### src/rtl/imem_loader_pkg.sv
// Shared definitions for the instruction-memory loader: FSM state encoding
// and byte-lane geometry of the 32-bit instruction word.
package imem_loader_pkg;

  typedef enum logic [1:0] {
    ST_IDLE  = 2'd0,
    ST_LOAD  = 2'd1,
    ST_WRITE = 2'd2,
    ST_DONE  = 2'd3
  } state_t;

  localparam int BYTES_PER_WORD = 4;
  localparam int LANE_W         = 2;
  localparam int BYTE_W         = 8;
  localparam int WORD_W         = BYTES_PER_WORD * BYTE_W;

endpackage

### src/rtl/imem_byte_packer.sv
// Little-endian byte packer: the first pushed byte lands in bits [7:0].
// full flags the push that completes the current word.
module imem_byte_packer
  import imem_loader_pkg::*;
(
  input  logic                clk,
  input  logic                areset,
  input  logic                clear,
  input  logic                push,
  input  logic [BYTE_W-1:0]   byte_in,
  output logic [WORD_W-1:0]   word,
  output logic                full
);

  logic [LANE_W-1:0] lane;

  // The push into the last lane completes a word this cycle.
  assign full = push && (lane == LANE_W'(BYTES_PER_WORD - 1));

  // Lane counter and assembly register; clear wins over push so a new
  // load never inherits a stale partial word.
  always_ff @(posedge clk or negedge areset) begin
    if (!areset) begin
      lane <= '0;
      word <= '0;
    end else if (clear) begin
      lane <= '0;
      word <= '0;
    end else if (push) begin
      word[{lane, 3'b000} +: BYTE_W] <= byte_in;
      lane                           <= lane + 1'b1;
    end
  end

endmodule

### src/rtl/imem_loader.sv
// Program loader: packs a byte stream into 32-bit words, writes them to
// consecutive instruction-memory addresses and holds the core until done.
module imem_loader
  import imem_loader_pkg::*;
#(
  parameter int ADDR_WIDTH = 8,
  parameter int DATA_WIDTH = 32
) (
  input  logic                  clk,
  input  logic                  areset,
  input  logic                  start,
  input  logic [ADDR_WIDTH:0]   len_words,
  input  logic [7:0]            byte_data,
  input  logic                  byte_valid,
  output logic                  byte_ready,
  output logic                  mem_we,
  output logic [ADDR_WIDTH-1:0] mem_addr,
  output logic [DATA_WIDTH-1:0] mem_wdata,
  output logic                  core_hold,
  output logic                  busy,
  output logic                  done,
  output logic                  err
);

  // Largest legal length is the full memory depth; counters are one bit
  // wider than the address so this value is representable.
  localparam logic [ADDR_WIDTH:0] MAX_LEN = {1'b1, {ADDR_WIDTH{1'b0}}};

  state_t              state;
  state_t              state_nx;
  logic [ADDR_WIDTH:0] len_q;
  logic [ADDR_WIDTH:0] word_cnt;
  logic [ADDR_WIDTH:0] word_cnt_inc;
  logic                len_ok;
  logic                start_seen;
  logic                last_word;
  logic                push;
  logic                full;
  logic                pack_clear;
  logic [WORD_W-1:0]   packed_word;

  assign len_ok       = (len_words != '0) && (len_words <= MAX_LEN);
  assign start_seen   = start && ((state == ST_IDLE) || (state == ST_DONE));
  assign push         = (state == ST_LOAD) && byte_valid;
  assign word_cnt_inc = word_cnt + 1'b1;
  assign last_word    = (word_cnt_inc == len_q);

  imem_byte_packer u_packer (
    .clk     (clk),
    .areset  (areset),
    .clear   (pack_clear),
    .push    (push),
    .byte_in (byte_data),
    .word    (packed_word),
    .full    (full)
  );

  // State register.
  always_ff @(posedge clk or negedge areset) begin
    if (!areset) begin
      state <= ST_IDLE;
    end else begin
      state <= state_nx;
    end
  end

  // Next-state decode; the packer is cleared on a legal start and after
  // every word write so each word starts at lane 0.
  always_comb begin
    state_nx   = state;
    pack_clear = 1'b0;
    case (state)
      ST_IDLE, ST_DONE: begin
        if (start) begin
          if (len_ok) begin
            state_nx   = ST_LOAD;
            pack_clear = 1'b1;
          end else begin
            state_nx = ST_IDLE;
          end
        end
      end
      ST_LOAD: begin
        if (full) begin
          state_nx = ST_WRITE;
        end
      end
      ST_WRITE: begin
        pack_clear = 1'b1;
        state_nx   = last_word ? ST_DONE : ST_LOAD;
      end
      default: begin
        state_nx = ST_IDLE;
      end
    endcase
  end

  // Length latch, word counter and error flag; start is only honoured
  // in IDLE/DONE, so a pulse mid-load leaves these untouched.
  always_ff @(posedge clk or negedge areset) begin
    if (!areset) begin
      len_q    <= '0;
      word_cnt <= '0;
      err      <= 1'b0;
    end else begin
      if (start_seen) begin
        if (len_ok) begin
          len_q    <= len_words;
          word_cnt <= '0;
          err      <= 1'b0;
        end else begin
          err <= 1'b1;
        end
      end else if (state == ST_WRITE) begin
        word_cnt <= word_cnt_inc;
      end
    end
  end

  // Outputs decoded from registered state and counters only.
  assign byte_ready = (state == ST_LOAD);
  assign mem_we     = (state == ST_WRITE);
  assign mem_addr   = word_cnt[ADDR_WIDTH-1:0];
  assign mem_wdata  = DATA_WIDTH'(packed_word);
  assign busy       = (state == ST_LOAD) || (state == ST_WRITE);
  assign done       = (state == ST_DONE);
  assign core_hold  = (state != ST_DONE);

endmodule

### config.mk
export PLATFORM = sky130hd
export DESIGN_NAME = imem_loader
export DESIGN_NICKNAME = d
export VERILOG_FILES = /design/src/rtl/imem_loader_pkg.sv /design/src/rtl/imem_byte_packer.sv /design/src/rtl/imem_loader.sv
export SDC_FILE = /design/constraint.sdc
export NUM_CORES = 1
export LEC_CHECK = 0
export ABC_AREA = 1
export BUFFER_PORTS_ARGS = -buffer_cell sky130_fd_sc_hd__buf_2
export CORE_MARGIN = 2
export CORE_UTILIZATION = 49
export DETAILED_ROUTE_END_ITERATION = 10
export HOLD_SLACK_MARGIN = 0.1
export PLACE_DENSITY = 0.84
export SYNTH_ARGS = -nofsm -noshare
export SYNTH_HDL_FRONTEND = slang
export SYNTH_SLANG_ARGS = --single-unit
### constraint.sdc
create_clock -name clk -period 1.9 [get_ports clk]
set_input_delay 0.38 -clock clk [delete_from_list [all_inputs] [get_ports clk]]
set_output_delay 0.38 -clock clk [all_outputs]
set_load 0.02 [all_outputs]
# Word-level counts from Yosys, hierarchy flattened
# Index checks and enable logic that the tools add are counted.
# word_totals
wordCells	52
output_inout_bits	46
ff_bits	55
in_bits	21
# classes
addsub	3
mux	17
n_reduce_logical	14
n_eq_ne	9
n_lt_le_gt_ge	1
n_shift	2
# ops
cell	n
$mux W32	2
$bwmux W32	1
$shift A8 B7 Y32 const A	1
$shiftx A8 B7 Y32	1
$mux W9	3
$mux W2	5
$add A9 B1 Y9 const B	1
$eq A9 B9 Y1	1
$le A9 B9 Y1 const B	1
$reduce_bool A9 Y1	1
$neg A5 Y7	1
$eq A2 B2 Y1 const B	3
$ne A2 B2 Y1 const B	3
$pmux W2 S3	1
$reduce_and A2 Y1	3
$logic_and A1 B1 Y1	4
$mux W1	4
$reduce_bool A2 Y1	2
$add A2 B1 Y2 const B	1
$eq A2 B1 Y1 const B	1
$logic_not A2 Y1	1
$logic_or A1 B1 Y1	2
$ne A2 B1 Y1 const B	1
$pmux W1 S2	1
$reduce_or A2 Y1	1

# Longest topological paths before layout
# Gate-level depths: netlist of run 1.
# depth
ltp_word	6
depth_mapped	13
depth_no_buf	13

# Modules after synthesis
# From an unflattened synthesis of run 1, not the netlist that was laid out.
# hier_totals
hier_cells	397
area_unflattened_um2	3105.5
# by_module_without_submodules
mod	seq_area_each_um2	area_per_inst_um2	n_inst	cells_each
imem_byte_packer	850.8	1690.4	1	214
imem_loader	525.5	1415.1	1	183

# Worst setup path after synthesis of run 1
# No wires, ideal clock.
# synth_timing
path_type	reg-to-reg
start	register u_packer.lane[0]
end	register u_packer.word[0]
stages_incl_launch_ff	9
period_less_slack_ps	1847
path_buffers	1
t_required_ps	1827
slack_ps	53
arrival_ps	1774
setup_ps	73
path_cell_list	dfrtp_1 -> clkinv_1 -> ha_1 -> buf_2 -> inv_1 -> nand3_1 -> nor2_1 -> nand2_1 -> a21oi_2
# synth_between
elab_chain_len	5
word_cells_on_any_way	6
classes_between	add/sub (1); shift (2); mux (3)
# synth_rtl
element	line_no	source
start, declared	imem_byte_packer.sv:15	logic [LANE_W-1:0] lane;
start signal, assigned	imem_byte_packer.sv:31	lane <= lane + 1'b1;
$neg A5 Y7 (*)	imem_byte_packer.sv:30	word[{lane, 3'b000} +: BYTE_W] <= byte_in;
$shiftx A8 B7 Y32 / $shift A8 B7 Y32 (equally long branches)	imem_byte_packer.sv:30	
$bwmux W32 (*)	imem_byte_packer.sv:30	
$mux W32 (*)	imem_byte_packer.sv:29	end else if (push) begin
$mux W32 (*)	imem_byte_packer.sv:26	end else if (clear) begin
end signal, assigned by index	imem_byte_packer.sv:30	
end, declared	imem_byte_packer.sv:11	output logic [WORD_W-1:0] word,
# Every way passes the cells marked *; elsewhere a longest branch is shown, timed or not. The select of a mux whose other input is x is not followed.
# A chain may end at the register's enable or synchronous reset.

# Worst setup path in the final report of run 1
# layout_timing
start	register state[0]
end	output port busy
# layout_between
elab_chain_len	2
word_cells_on_any_way	3
classes_between	eq/ne (2); reduce/logical (1)
# layout_rtl
element	line_no	source
start, declared	imem_loader.sv:29	state_t state;
start signal, assigned	imem_loader.sv:63	state <= state_nx;
$eq A2 B1 Y1 / $eq A2 B2 Y1 (equally long branches)	imem_loader.sv:125	assign busy = (state == ST_LOAD) || (state == ST_WRITE);
$logic_or A1 B1 Y1 (*)	imem_loader.sv:125	
end, declared	imem_loader.sv:20	output logic busy,
# Every way passes the cells marked *; elsewhere a longest branch is shown, timed or not.

==> results of run 1 <==
-- cells in the mapped netlist (all sizes together) --
master / instances / area share (%)
a21oi: 35 / 8.4
a22oi: 3 / 0.76
buf: 14 / 4.1
clkbuf: 3 / 0.38
clkinv: 1 / 0.13
dfrtp: 55 / 46
ha: 9 / 3.8
inv: 37 / 4.7
nand2: 106 / 14
nand3: 34 / 5.7
nand4: 1 / 0.71
nor2: 31 / 4.2
nor3: 5 / 0.84
nor3b: 4 / 1.0
nor4: 4 / 0.84
o21ai: 16 / 2.8
o21bai: 1 / 0.25
o22ai: 7 / 1.5
-- cell type report --
type,instances,area [µm²]
Multi-Input combinational cell,256,1340
Clock inverter,2,12.5
Clock buffer,6,72.6
Timing Repair Buffer,75,413
Tap cell,75,93.8
Inverter,38,148
Fill cell,521,2430
Sequential cell,55,1380
-- where the power goes --
group | internal, mW | total [mW] | switching [mW] | leakage (nW)
Combinational | 0.731 | 2.23 | 1.50 | 0.936
Sequential | 1.48 | 1.69 | 0.212 | 0.738
Clock | 0.259 | 0.633 | 0.375 | 0.0412
-- timing repair --
| item | in CTS | in global routing |
|---|---|---|
| endpoints found under the hold margin | 18 | 0 |
| hold buffers | 1 | 0 |
| endpoints found under the setup margin | 0 | 7 |
| resized for setup | 0 | 6 |
-- state kept, by name, summed over array words and instances, names as in the netlist --
| register | cells |
|---|---|
| word_cnt | 9 |
| u_packer.word | 32 |
| u_packer.lane | 2 |
| state | 2 |
| len_q | 9 |
| err | 1 |
-- kinds of logic (layout without fill, tap and decap cells) --
group | after synthesis | after routing | synth area share, %
AND/OR/NAND/NOR | 185 | 185 | 27.0
buffers and inverters | 55 | 121 | 9.36
flip-flops | 55 | 55 | 46.2
AO/OA/AOI/OAI | 62 | 62 | 13.7
adder cells (fa/ha/maj) | 9 | 9 | 3.78
-- path summary, 6_finish.rpt --
kind	from	endpoint	slack (ns)	cells past startpoint
worst max-delay path	state[0]	busy	0.10	4
worst min-delay path	len_words[4]	len_q[4]	0.30	3
worst max register to register	u_packer.lane[0]	u_packer.word[31]	0.19	5
worst min register to register	err	err	0.54	2
max in group asynchronous	areset	word_cnt[1]	0.80	3
min in group asynchronous	areset	u_packer.word[25]	0.54	2
-- critical path: stages (launching register included) --
cell and delay [ns]:
dfrtp_1 0.41, inv_1 0.09, ha_2 0.32, inv_1 0.12, buf_2 0.17
-- routing by layer --
layer	share of wire, %	global-route usage [%]	up-vias
li1	-	-	1321
met4	2.2	7.83	0
met5	0	0	-
met1	45	29.6	1258
met3	4.8	3.41	20
met2	48	34.1	79
==> key figures, run 1 <==
Status
  – Outcome: finished clean

Logic synthesis
  – Sequential share of the synthesized area: 46.2%
  – FF+latch count, synth: 55
  – Synth Area per Inst: 8.15 µm²
  – Cells after Synth: 366
  – Post-synth cell types: 29
  – Total of warnings raised by yosys: 0
  – Cell Area, Synth: 0.00298 mm²
  – Syn nets: 396

Placed design
  – PortBufs: 66
  – # placed instances: 498
  – GPL Wtd Cong: 0.900
  – DP Worst Slack: 0.113 ns
  – DP Area: 0.00334 mm²
  – HPWL Detailed: 5.18 mm

Setup path
  – Critical Path End Type: output port
  – CP Class: reg -> out
  – CP max FO: 6
  – Worst EP arrival: 1.42 ns
  – CP startpoint kind: flip-flop
  – Required time of the critical path: 1.52 ns

Routing
  – DRC errors left: 0
  – Via count: 2678
  – WL/cell: 13.4 µm
  – Vias/cell: 5.28
  – Pre-antenna DRT Iters: 4
  – Routed Antenna Nets: 0
  – Initial detailed-routing violation count: 203
  – WL final: 6.78 mm

Clocking
  – Setup Buffers After CTS: 0
  – CTS tree: built
  – TritonCTS buffer count: 5
  – Root Buffer Master: clkbuf_8
  – Worst-path clk slew: 0.09 ns
  – Clock Tree Buf Depth: 2
  – Clk sink count: 55
  – H-Tree Depth: 2
  – Later-pin clock latency in the skew report: 0.30 ns

Die
  – Chip Width: 82.0 µm
  – Die Area: 0.00672 mm²
  – Die span in y: 82.0 µm
  – Top Ports: 67
  – Core footprint: 0.00589 mm²
  – Rows: 28
  – Initial Util: 50.7%

Final layout
  – Ratio of cells with drive above 1 in the final layout: 26.6%
  – Net count, final: 461
  – Most common cell after layout, fill and taps aside: nand2_1
  – Diodes inserted: 0
  – Commonest non-fill, non-tap cells in the layout: nand2_1 (102), buf_2 (66), dfrtp_1 (54)
  – Post-route insts no fill: 507
  – Final Cell Area: 0.00346 mm²
  – Final core area utilization: 58.7%
  – Synthesis-to-layout area growth: 15.9%

STA
  – Slew Limit Fails: 0
  – Fin Setup TNS: 0 ns
  – Minimum clock period: 1.80 ns
  – Max Clock Skew: 0.00401 ns
  – Worst-Margin Slew: 0.445 ns
  – Fin crit share: 94.6%
  – Setup violators final: 0
  – Fin. Hold Viols: 0
  – Max Clock Freq: 556 MHz
  – Relative slew slack: 70.3%
  – Setup ws final: 0.103 ns
  – RSZ-0062 raised after global routing: no
  – Min Hold Slack: 0.300 ns

Global routing
  – Grt ovf: 0
  – Largest net degree at the start of global routing: 38
  – GRT Total Usage: 21.4%
  – Vias in the first global route: 2536
  – First-pass GRT wire length: 11.2 mm
  – Initial antenna violation count: 0

Power
  – Maximum vdd drop: 0.775 mV
  – Leak pwr: 1.72 nW
  – Pwr dens: 1320 mW/mm²
  – Total power: 4.56 mW

Flow run
  – MaxCap Viol Count: 0

Hold path
  – Hold crit path type: in -> reg
(Power assumes the default switching activity.)
==> run 2: changes to the inputs <==
CORE_UTILIZATION = 32   (was 49)
GPL_TIMING_DRIVEN = 0   (was unset)
PLACE_DENSITY = 0.62   (was 0.84)
==> key figures, run 2 (synthesis results as in run 1) <==
Die
  – Top Ports: 67
  – Die span in y: 101 µm
  – Initial Util: 32.6%
  – Die Area: 0.0101 mm²
  – Chip Width: 101 µm
  – Core footprint: 0.00915 mm²
  – Rows: 35

Routing
  – DRC errors left: 0
  – WL final: 7.20 mm
  – Routed Antenna Nets: 0
  – Initial detailed-routing violation count: 101
  – Via count: 2607
  – WL/cell: 13.0 µm
  – Vias/cell: 4.72
  – Pre-antenna DRT Iters: 4

Setup path
  – CP Class: reg -> out
  – CP delay by family, top: flip-flops
  – Reg-to-Reg Start: word_cnt[0]
  – Critical Path Slowest Stage Cell: dfrtp_1
  – Reg2reg end: state[1]
  – Required time of the critical path: 1.52 ns
  – Reg2reg setup slack: 0.18 ns
  – Buf/Inv on CP: 3
  – Crit-path most repeated cell: inv_1
  – CP max FO: 6
  – CP startpoint kind: flip-flop
  – Depth of the most critical reg-to-reg path: 11
  – Ordered cell list for the critical path: inv_1, ha_2, inv_1, buf_2
  – Slowest cell delay on critical path: 0.39 ns
  – Worst EP arrival: 1.41 ns
  – Critical Path Stages: 4
  – Critical Path End Type: output port

STA
  – Setup violators final: 0
  – Worst-Margin Slew: 0.706 ns
  – RSZ-0062 raised after global routing: no
  – Max Clock Freq: 559 MHz
  – Max Clock Skew: 0.00343 ns
  – Fin crit share: 94.2%
  – Relative slew slack: 52.9%
  – Fin. Hold Viols: 0
  – Slew Limit Fails: 0
  – Minimum clock period: 1.79 ns

Clocking
  – CTS tree: built
  – Clock Tree Buf Depth: 2
  – Worst-path clk slew: 0.10 ns
  – H-Tree Depth: 2
  – Root Buffer Master: clkbuf_8
  – Later-pin clock latency in the skew report: 0.31 ns
  – Clk sink count: 55
  – Post-cts hold buffer count: 0
  – TritonCTS buffer count: 5

Global routing
  – First-pass GRT wire length: 11.9 mm
  – Vias in the first global route: 2468
  – Largest net degree at the start of global routing: 56
  – Grt met2 use: 24.1%
  – GRT Total Usage: 14.8%
  – Grt met1 use: 20.6%
  – Met3 Usage GRT: 2.43%
  – Initial antenna violation count: 0
  – Grt ovf: 0
  – Gr busiest metal: met2

Final layout
  – Commonest non-fill, non-tap cells in the layout: nand2_1 (101), buf_2 (68), dfrtp_1 (53)
  – Ratio of cells with drive above 1 in the final layout: 29.7%
  – Top flop regs: u_packer.word x32, len_q x9, word_cnt x9
  – Synthesis-to-layout area growth: 20.0%
  – Most flop-heavy register: u_packer.word
  – Net count, final: 470
  – Final Cell Area: 0.00358 mm²
  – Max reg flops: 32
  – Fillers: 937
  – Diodes inserted: 0
  – Most common cell after layout, fill and taps aside: nand2_1

Hold path
  – Hold crit path type: in -> async

Power
  – Maximum vdd drop: 0.489 mV
  – Leak pwr: 1.76 nW
  – Pwr dens: 1310 mW/mm²
  – Total power: 4.70 mW

Placed design
  – HPWL Detailed: 5.51 mm
  – PortBufs: 66
  – GPL Wtd Cong: 0.860
  – DP Area: 0.00345 mm²

Status
  – Outcome: finished clean

Flow run
  – MaxCap Viol Count: 0
## run 2: changes by cell type in the layout (fill, tap and decap cells not counted), sizes merged
cell | before | now
buf | 74 | 82
inv | 37 | 39
clkbuf | 6 | 7
clkinvlp | 1 | 0
dlygate4sd3 | 1 | 0
## run 2: how the worst max path moves through the flow
| stage | endpoint | from | slack, ns |
|---|---|---|---|
| 2_1_floorplan | u_packer.word[0] | u_packer.lane[0] | 0.05 |
| 4_1_cts | word_cnt[0] | state[0] | 0.009 |
| 5_1_grt | state[1] | word_cnt[0] | 0.009 |
| 3_3_place_gp | u_packer.word[0] | u_packer.lane[0] | -0.26 |
| 6_report | busy | state[0] | 0.11 |
| 3_5_place_dp | u_packer.word[1] | u_packer.lane[0] | -0.28 |
## run 2: layer usage
| layer | share of wire, % | up-vias | routed length [µm] |
|---|---|---|---|
| met1 | 48 | 1207 | 3470 |
| met3 | 4.8 | 6 | 346 |
| met5 | 0 | - | 0 |
| met2 | 46 | 52 | 3300 |
| met4 | 1.1 | 0 | 78 |
| li1 | - | 1342 | - |
## run 2: timing repair
item / in CTS / in global routing
pin swaps: 0 / 1
endpoints found under the setup margin: 29 / 32
resized for setup: 4 / 15
buffers inserted: 0 / 1
## run 2: power by group
group / total, mW / switching [mW] / internal (mW)
combinational: 2.33 / 1.50 / 0.824
sequential: 1.72 / 0.233 / 1.48
clock: 0.659 / 0.398 / 0.261
total: 4.70 / 2.14 / 2.57
## run 2: worst reg2reg max path, stage by stage, from the launching register on
cell and delay, ns:
dfrtp_2 0.45, ha_1 0.18, nand2_1 0.14, nor2_2 0.19
nand3_1 0.13, nand3_1 0.11, nand2_1 0.05, nor2_1 0.11
nand3_1 0.13, nand2_1 0.08, nand2_1 0.05, nand2_1 0.05
## run 2: area by class of cell
cell class | count | area (µm²) | share of cell area [%]
plain buffers | 17 | 136 | 3.81
clock buffers | 5 | 68.8 | 1.92
clock inverters | 3 | 18.8 | 0.524
inverters | 38 | 148 | 4.13
multi-input cells | 256 | 1350 | 37.7
flip-flops and latches | 55 | 1380 | 38.5
well taps | 111 | 139 | 3.88
repair buffers | 67 | 340 | 9.51
## run 2: through the flow
step                hold WS [ns]  util [%]  setup WS [ns]  std cells  setup TNS [ns]
finish                     0.100      39.1          0.111        552               0
global route               0.168      39.1        0.00939        552               0
CTS                        0.286      38.7        0.00920        551               0
detailed placement         0.494      37.7         -0.281        543           -3.66
global placement           0.495      37.7         -0.256        543           -3.06
floorplan                 0.0844         -         0.0530        366               0
==> run 3: changes to the inputs <==
CORE_ASPECT_RATIO = 1.75   (was unset)
MAX_ROUTING_LAYER = met4   (was unset)
==> key figures, run 3 (synthesis results as in run 1) <==
Status
  – Outcome: finished clean

Clocking
  – Post-cts hold buffer count: 0
  – CTS tree: built
  – H-Tree Depth: 2
  – TritonCTS buffer count: 5
  – Clk sink count: 55
  – Later-pin clock latency in the skew report: 0.29 ns
  – Root Buffer Master: clkbuf_16
  – Worst-path clk slew: 0.07 ns
  – Clock Tree Buf Depth: 2

Global routing
  – GRT Total Usage: 17.3%
  – Largest net degree at the start of global routing: 56
  – Initial antenna violation count: 0
  – Vias in the first global route: 2771
  – Grt ovf: 0
  – First-pass GRT wire length: 13.5 mm

STA
  – Minimum clock period: 1.78 ns
  – RSZ-0062 raised after global routing: no
  – Max Clock Skew: 0.00782 ns
  – Fin. Hold Viols: 0
  – Worst-Margin Slew: 0.706 ns
  – Fin crit share: 93.7%
  – Slew Limit Fails: 0
  – Max Clock Freq: 562 MHz
  – Setup violators final: 0
  – Relative slew slack: 52.9%
  – Fin Setup TNS: 0 ns

Routing
  – Routed Antenna Nets: 0
  – Pre-antenna DRT Iters: 4
  – Vias/cell: 4.93
  – WL final: 8.32 mm
  – DRC errors left: 0
  – Initial detailed-routing violation count: 150
  – WL/cell: 14.9 µm
  – Via count: 2760

Final layout
  – Commonest non-fill, non-tap cells in the layout: nand2_1 (101), buf_2 (67), dfrtp_1 (53)
  – Synthesis-to-layout area growth: 23.6%
  – Post-route insts no fill: 560
  – Diodes inserted: 0
  – Final Cell Area: 0.00368 mm²
  – Final core area utilization: 40.8%
  – Top flop regs: u_packer.word x32, len_q x9, word_cnt x9
  – Net count, final: 470
  – Most flop-heavy register: u_packer.word
  – Max reg flops: 32
  – Ratio of cells with drive above 1 in the final layout: 30.0%
  – Fillers: 944
  – Most common cell after layout, fill and taps aside: nand2_1

Setup path
  – CP startpoint kind: flip-flop
  – Critical Path End Type: output port
  – CP Class: reg -> out
  – Reg2reg setup slack: 0.12 ns
  – Worst EP arrival: 1.40 ns
  – Reg2reg end: state[1]
  – CP max FO: 6
  – Required time of the critical path: 1.52 ns
  – Reg-to-Reg Start: word_cnt[0]
  – Depth of the most critical reg-to-reg path: 12

Die
  – Die Area: 0.0101 mm²
  – Initial Util: 33.0%
  – Die span in y: 132 µm
  – Chip Width: 77.0 µm
  – Rows: 46
  – Core footprint: 0.00904 mm²
  – Top Ports: 67

Power
  – Maximum vdd drop: 0.568 mV
  – Pwr dens: 1410 mW/mm²
  – Leak pwr: 1.79 nW

Hold path
  – Hold crit path type: in -> async

Flow run
  – MaxCap Viol Count: 0

Placed design
  – # placed instances: 552
  – HPWL Detailed: 6.45 mm
  – PortBufs: 66
  – GPL Wtd Cong: 0.950
  – DP Area: 0.00346 mm²
## run 3: changes by cell type in the layout (fill, tap and decap cells not counted), moves of 2 or more
cell	delta
nor2_2	-2
nor4_1	-2
clkinv_2	-2
clkbuf_16	+5
nor4_2	+2
clkbuf_8	-5
## run 3: worst max-delay path by stage
stage | from | cells past startpoint | slack [ns] | end
finish | state[0] | 4 | 0.12 | busy
global route | u_packer.lane[0] | 8 | 0.007 | u_packer.word[5]
CTS | u_packer.lane[0] | 9 | 0.02 | u_packer.word[20]
detailed placement | u_packer.lane[0] | 8 | -0.38 | u_packer.word[7]
global placement | u_packer.lane[0] | 8 | -0.35 | u_packer.word[7]
floorplan | u_packer.lane[0] | 8 | 0.05 | u_packer.word[0]
## run 3: report_power, final
part           leakage (nW)  internal [mW]  switching, mW  total (mW)
combinational         0.978          0.834           1.57        2.40
clock                0.0759          0.616          0.426        1.04
sequential            0.737           1.49          0.249        1.73
total                  1.79           2.94           2.24        5.18
## run 3: area by class of cell
type,count,area (µm²),area share [%]
clock buffers,5,125,3.40
repair buffers,67,340,9.24
multi-input cells,256,1370,37.1
clock inverters,2,37.5,1.02
well taps,120,150,4.07
inverters,38,148,4.01
flip-flops and latches,55,1380,37.4
plain buffers,17,139,3.77
## run 3: worst max-delay path, stage by stage, from the launching register on
cell and delay (ns):
dfrtp_1 0.38, inv_1 0.07, ha_2 0.40, inv_1 0.09, buf_2 0.17
## run 3: timing repair
action	CTS	global route
buffers inserted	0	1
endpoints found under the setup margin	35	33
resized for setup	8	13
pin swaps	0	0
## run 3: through the flow
stage,setup slack (ns),power (mW),hold slack (ns)
5_1_grt,0.00703,5.53,0.218
3_5_place_dp,-0.385,4.07,0.502
2_1_floorplan,0.0530,3.39,0.0844
4_1_cts,0.0226,5.15,0.315
6_report,0.120,5.18,0.130
3_3_place_gp,-0.345,4.03,0.489
## run 3: routing by layer
| layer | routed length (µm) | GRT usage, % | up-vias |
|---|---|---|---|
| li1 | - | - | 1334 |
| met1 | 3130 | 17.7 | 1292 |
| met2 | 4430 | 30.9 | 108 |
| met3 | 419 | 3.02 | 26 |
| met4 | 340 | 9.29 | 0 |
| met5 | 0 | - | - |
